===== src/rtl/seven_seg_rx.sv =====
// seven_seg_rx: recovers bytes from a multiplexed active-low seven-segment Pmod bus.
// Ports:
//   clk        system clock
//   nrst       synchronous active-low reset
//   seg_in     [6:0] segments a..g (0 = lit), [7] digit select (0 = MSB, 1 = LSB); asynchronous
//   dout       last completed byte {msb nibble, lsb nibble}
//   dout_valid one-cycle pulse, dout updated in the same cycle
//   err        one-cycle pulse when an accepted pattern is not a hex digit or blank
//   stale      level, no digit accepted for TIMEOUT_CYCLES cycles
module seven_seg_rx #(
    parameter int STABLE_CYCLES  = 16,
    parameter int TIMEOUT_CYCLES = 4096
) (
    input  logic       clk,
    input  logic       nrst,
    input  logic [7:0] seg_in,
    output logic [7:0] dout,
    output logic       dout_valid,
    output logic       err,
    output logic       stale
);
    typedef enum logic {WAIT_MSB, WAIT_LSB} state_t;
    localparam logic [15:0] CNT_MAX  = 16'(STABLE_CYCLES - 1);
    localparam logic [15:0] CNT_HIT  = 16'(STABLE_CYCLES - 2);
    localparam logic [23:0] IDLE_MAX = 24'(TIMEOUT_CYCLES);
    logic [7:0]  meta, s, p, raw;
    logic [15:0] cnt;
    logic [23:0] idle;
    logic        hit, acc1, acc2;
    logic [3:0]  nib_d, nib, msb, msb_d;
    logic        ok_d, ok, blank_d, blank, sel;
    logic [7:0]  dout_d;
    logic        valid_d, err_d;
    state_t      state, state_d;

    // Fires only on the transition into the saturated count, so a long run is accepted once.
    assign hit = (s == p) && (cnt == CNT_HIT);

    always_comb begin
        ok_d    = 1'b1;
        blank_d = 1'b0;
        nib_d   = 4'h0;
        case (~raw[6:0])
            7'b0111111: nib_d = 4'h0;
            7'b0000110: nib_d = 4'h1;
            7'b1011011: nib_d = 4'h2;
            7'b1001111: nib_d = 4'h3;
            7'b1100110: nib_d = 4'h4;
            7'b1101101: nib_d = 4'h5;
            7'b1111101: nib_d = 4'h6;
            7'b0000111: nib_d = 4'h7;
            7'b1111111: nib_d = 4'h8;
            7'b1101111: nib_d = 4'h9;
            7'b1110111: nib_d = 4'hA;
            7'b1111100: nib_d = 4'hB;
            7'b0111001: nib_d = 4'hC;
            7'b1011110: nib_d = 4'hD;
            7'b1111001: nib_d = 4'hE;
            7'b1110001: nib_d = 4'hF;
            7'b0000000: blank_d = 1'b1;
            default:    ok_d = 1'b0;
        endcase
    end

    always_comb begin
        state_d = state;
        msb_d   = msb;
        dout_d  = dout;
        valid_d = 1'b0;
        err_d   = 1'b0;
        if (acc2) begin
            if (!ok) begin
                err_d   = 1'b1;
                state_d = WAIT_MSB;
            end else if (blank) begin
                state_d = WAIT_MSB;
            end else if (!sel) begin
                msb_d   = nib;
                state_d = WAIT_LSB;
            end else if (state == WAIT_LSB) begin
                dout_d  = {msb, nib};
                valid_d = 1'b1;
                state_d = WAIT_MSB;
            end
        end
    end

    always_ff @(posedge clk) begin
        if (!nrst) begin
            meta       <= 8'hFF;
            s          <= 8'hFF;
            p          <= 8'hFF;
            raw        <= 8'hFF;
            cnt        <= '0;
            idle       <= '0;
            acc1       <= 1'b0;
            acc2       <= 1'b0;
            nib        <= '0;
            ok         <= 1'b0;
            blank      <= 1'b0;
            sel        <= 1'b0;
            msb        <= '0;
            state      <= WAIT_MSB;
            dout       <= '0;
            dout_valid <= 1'b0;
            err        <= 1'b0;
            stale      <= 1'b0;
        end else begin
            meta       <= seg_in;
            s          <= meta;
            p          <= s;
            cnt        <= (s != p) ? '0 : (cnt == CNT_MAX) ? cnt : cnt + 16'd1;
            acc1       <= hit;
            raw        <= s;
            acc2       <= acc1;
            nib        <= nib_d;
            ok         <= ok_d;
            blank      <= blank_d;
            sel        <= raw[7];
            idle       <= acc2 ? '0 : (idle == IDLE_MAX) ? idle : idle + 24'd1;
            // Sampled from the pre-clear idle, so stale drops one edge after an acceptance.
            stale      <= (idle == IDLE_MAX);
            msb        <= msb_d;
            state      <= state_d;
            dout       <= dout_d;
            dout_valid <= valid_d;
            err        <= err_d;
        end
    end
endmodule


===== config.mk =====
export PLATFORM = sky130hd
export DESIGN_NAME = seven_seg_rx
export DESIGN_NICKNAME = d
export VERILOG_FILES = /design/src/rtl/seven_seg_rx.sv
export SDC_FILE = /design/constraint.sdc
export NUM_CORES = 1
export LEC_CHECK = 0
export ABC_AREA = 1
export CAP_MARGIN = 20
export CORE_MARGIN = 2
export CORE_UTILIZATION = 62
export CTS_BUF_LIST = sky130_fd_sc_hd__clkbuf_2
export DETAILED_ROUTE_END_ITERATION = 8
export GPL_TIMING_DRIVEN = 1
export MAX_ROUTING_LAYER = met4
export PLACE_DENSITY = 0.83
export RECOVER_POWER = 25
export SYNTH_ARGS = -nofsm -noshare
export SYNTH_HDL_FRONTEND = slang
export SYNTH_SLANG_ARGS = --single-unit

===== constraint.sdc =====
create_clock -name clk -period 3.7 [get_ports clk]
set_clock_uncertainty 0.2 [all_clocks]
set_input_delay 0.555 -clock clk [delete_from_list [all_inputs] [get_ports clk]]
set_output_delay 0.555 -clock clk [all_outputs]
set_load 0.005 [all_outputs]

==> flow_summary_export.csv <==
group,metric,value,unit
clock_tree,ctsHtreeMaxLevel,3,
sta,setup_viol,0,
route,antenna_left,0,
finish,fillers,549,
power_and_ir_drop,sw_frac_of_total,25.69,%
yosys,synth_edf_count,0,
global_route,antenna_found_initial,0,
yosys,synth_cell_types,31,
worst_setup_path,reg2reg_depth,8,
power_and_ir_drop,p_seq_share,66.3,%
clock_tree,clk_path_buf_depth,2,
clock_tree,cts.repair.resized,0,
floorplan,io_pins,21,
route,viasPerCell,5.130,
place,placed_cells,621,
power_and_ir_drop,power_frac_comb,5.1,%
worst_setup_path,path_max_fanout,22,
sta,fin_crit_sh,63.28,%
yosys,yosys.area.top_type,"dfxtp_1",
power_and_ir_drop,leakage,0.001814,µW
finish,seqCellArea,1782,µm²
yosys,synth_seq_area_share,45.21,%
route,drc,0,
place,portBuffers,20,
worst_setup_path,path_class,"input port to flop",
clock_tree,root_buffer,"clkbuf_2",
worst_setup_path,r2r_start,"idle[0]",
clock_tree,path_clk_slew,240,ps
worst_setup_path,crit_chain,"dlygate4sd3_1, inv_1, clkbuf_1, a21oi_1, nand3_1, nor2_2, nand2_2, inv_2, nand2_1, nor2_1",
place,dpl.hpwl,5.163,mm
worst_setup_path,cpMaxStageDelayCell,"dlygate4sd3_1",
power_and_ir_drop,powerDensity,347.2,nW/µm²
sta,final_max_slew_viol_count,0,
worst_setup_path,cp.buffers_inverters,4,
route,num_vias,3268,
power_and_ir_drop,vdd_drop_max,248.2,µV
yosys,synth-seq-cells,89,
floorplan,die_x,83.73,µm
global_route,grt_pass1_wl,12.43,mm
sta,finalSetupTns,0,ps
route,drtIter0Drc,163,
floorplan,die-area,7011,µm²
yosys,syn_area_per_cell,7.450,µm²
floorplan,start_util,63.15,%
run,maxCapViolations,0,
clock_tree,ctsHoldBuffers,0,
worst_setup_path,start_kind,"input port",
worst_setup_path,max_stage_delay,550,ps
sta,finalHoldViolations,0,
route,dr.pass1.iters,4,
worst_setup_path,arrival,2570,ps
yosys,syn-num-nets,543,
sta,max_freq,0.4271,GHz
worst_setup_path,r2r_slack,1930,ps
sta,whs,231.2,ps
finish,final_cell_mix,"100 x nor2_1, 91 x nand2_1, 89 x dfxtp_1",
clock_tree,postCtsSetupBuffers,0,
worst_hold_path,hold_path.class,"flop to flop",
place,globalplace.congestion,0.8783,
global_route,gr-total-overflow,0,
yosys,synth_area_leaders,"dfxtp_1 45%, nor2_1 9.5%, nand2_1 8.7%",
yosys,async_flop_share,0,%
sta,fin_crit,2342,ps
worst_setup_path,required,3930,ps
worst_hold_path,whs_endpoint,"err",
sta,slew_headroom,53.32,%
yosys,synthFlopType,"dfxtp_1",
global_route,grtUsageTotal,21.74,%
finish,drive_gt1_share,14.11,%
worst_hold_path,hold_start,"ok",
worst_hold_path,whs_path_depth,1,
clock_tree,cts_tree,"done",
finish,n_antenna_cell,0,
worst_setup_path,worst_r2r_endpoint,"idle[22]",
finish,layout.nets,569,
clock_tree,clkLatencyLatePin,500,ps
worst_setup_path,crit_family,"buffers and inverters",
finish,final_cells,637,
floorplan,die_h,83.73,µm
yosys,synth_cells,529,
finish,mostFrequentLayoutCell,"nor2_1",
global_route,grt_pass1_vias,3094,
yosys,synth_area,3941,µm²
clock_tree,clock_sinks,89,
yosys,ys_warn_count,0,
route,wire_per_inst,10.77,µm
floorplan,rows,29,
finish,area_growth_syn_to_layout,9.238,%
sta,tightest_slew,700.2,ps
status,status,"completed",
power_and_ir_drop,p_int,1111,µW
clock_tree,cts_buffers,9,
route,routed_wl,6.862,mm
power_and_ir_drop,p_switching,384.1,µW
floorplan,coreArea,6241,µm²
finish,multi_input_area,1878,µm²
worst_setup_path,worstSetupEndpointType,"flop",
global_route,grt_max_degree,23,
power_and_ir_drop,p_clk_share,28.6,%
sta,grt_setup_unrepaired,"false",
yosys,yosysTopAreaCellShare,45.21,%
through the flow:
stage	cell area [µm²]	util (%)	setup WS [ps]	total power [µW]
floorplan	3941	-	2117	1065
global placement	4213	67.50	1188	1083
detailed placement	4213	67.50	1110	1088
CTS	4313	69.11	1495	1514
global route	4305	68.99	1090	1567
finish	4305	68.99	1359	1495
state kept, by name, summed over array words and instances (netlist names), 4 cells and up:
name / count
cnt: 16
dout: 8
idle: 24
meta: 8
msb: 4
nib: 4
raw: 8
s: 8
worst max-delay path by stage:
stage / cells after the start / startpoint / slack (ps) / endpoint
6_report: 10 / nrst / 1360 / cnt[12]
4_1_cts: 1 / dout[3] / 1500 / dout[3]
5_1_grt: 10 / nrst / 1090 / cnt[4]
3_3_place_gp: 10 / nrst / 1190 / cnt[14]
2_1_floorplan: 8 / idle[0] / 2120 / idle[22]
3_5_place_dp: 10 / nrst / 1110 / cnt[12]
kinds of logic (layout without fill, tap and decap cells):
family	Yosys count	after routing	share of synthesized area, %
AO/OA/AOI/OAI	61	61	7.905
XOR/XNOR	7	7	1.556
adder cells (fa/ha/maj)	4	4	1.270
buffers and inverters	69	100	7.143
flip-flops	89	89	45.21
AND/OR/NAND/NOR	299	299	36.92
synth_stat cells, drive strengths merged (11+ instances only):
library cell	n
nor2	110
nand3	27
nand2	100
dfxtp	89
inv	60
o21ai	32
nand4	11
a21oi	25
nor3	27
or2	21
worst register-to-register path, stage by stage (launching register included):
cell     delay [ps]
dfxtp_1         460
ha_1            230
nand3_2         140
nor3_4          240
nand2_4         130
nor3_2          150
nand2_1          70
nand2_1          60
nor2_1           40
metal layers:
layer  part of all wire, %  global-route usage [%]  up-vias
met5                     0                       -        -
met4                   1.2                   8.211        0
met3                   3.6                   3.660       10
met2                    49                   36.95       67
met1                    47                   25.94     1454
li1                      -                       -     1737
power groups by stage:
stage | registers, µW | clock network, µW | logic (µW)
2_1_floorplan | 1010 | 0 | 58.6
3_3_place_gp | 1010 | 0 | 75.3
3_5_place_dp | 1010 | 0 | 78.8
4_1_cts | 991 | 444 | 79.1
5_1_grt | 994 | 483 | 90.2
6_report | 990 | 428 | 76.7
area by class of cell:
| class | instances | area share (%) |
|---|---|---|
| Inverter | 61 | 5.434 |
| Tap cell | 77 | 2.238 |
| Timing Repair Buffer | 23 | 4.999 |
| Clock buffer | 10 | 1.162 |
| Clock inverter | 6 | 1.162 |
| Multi-Input combinational cell | 371 | 43.62 |
| Sequential cell | 89 | 41.38 |
No activity file was read; power rests on OpenSTA's default activity.
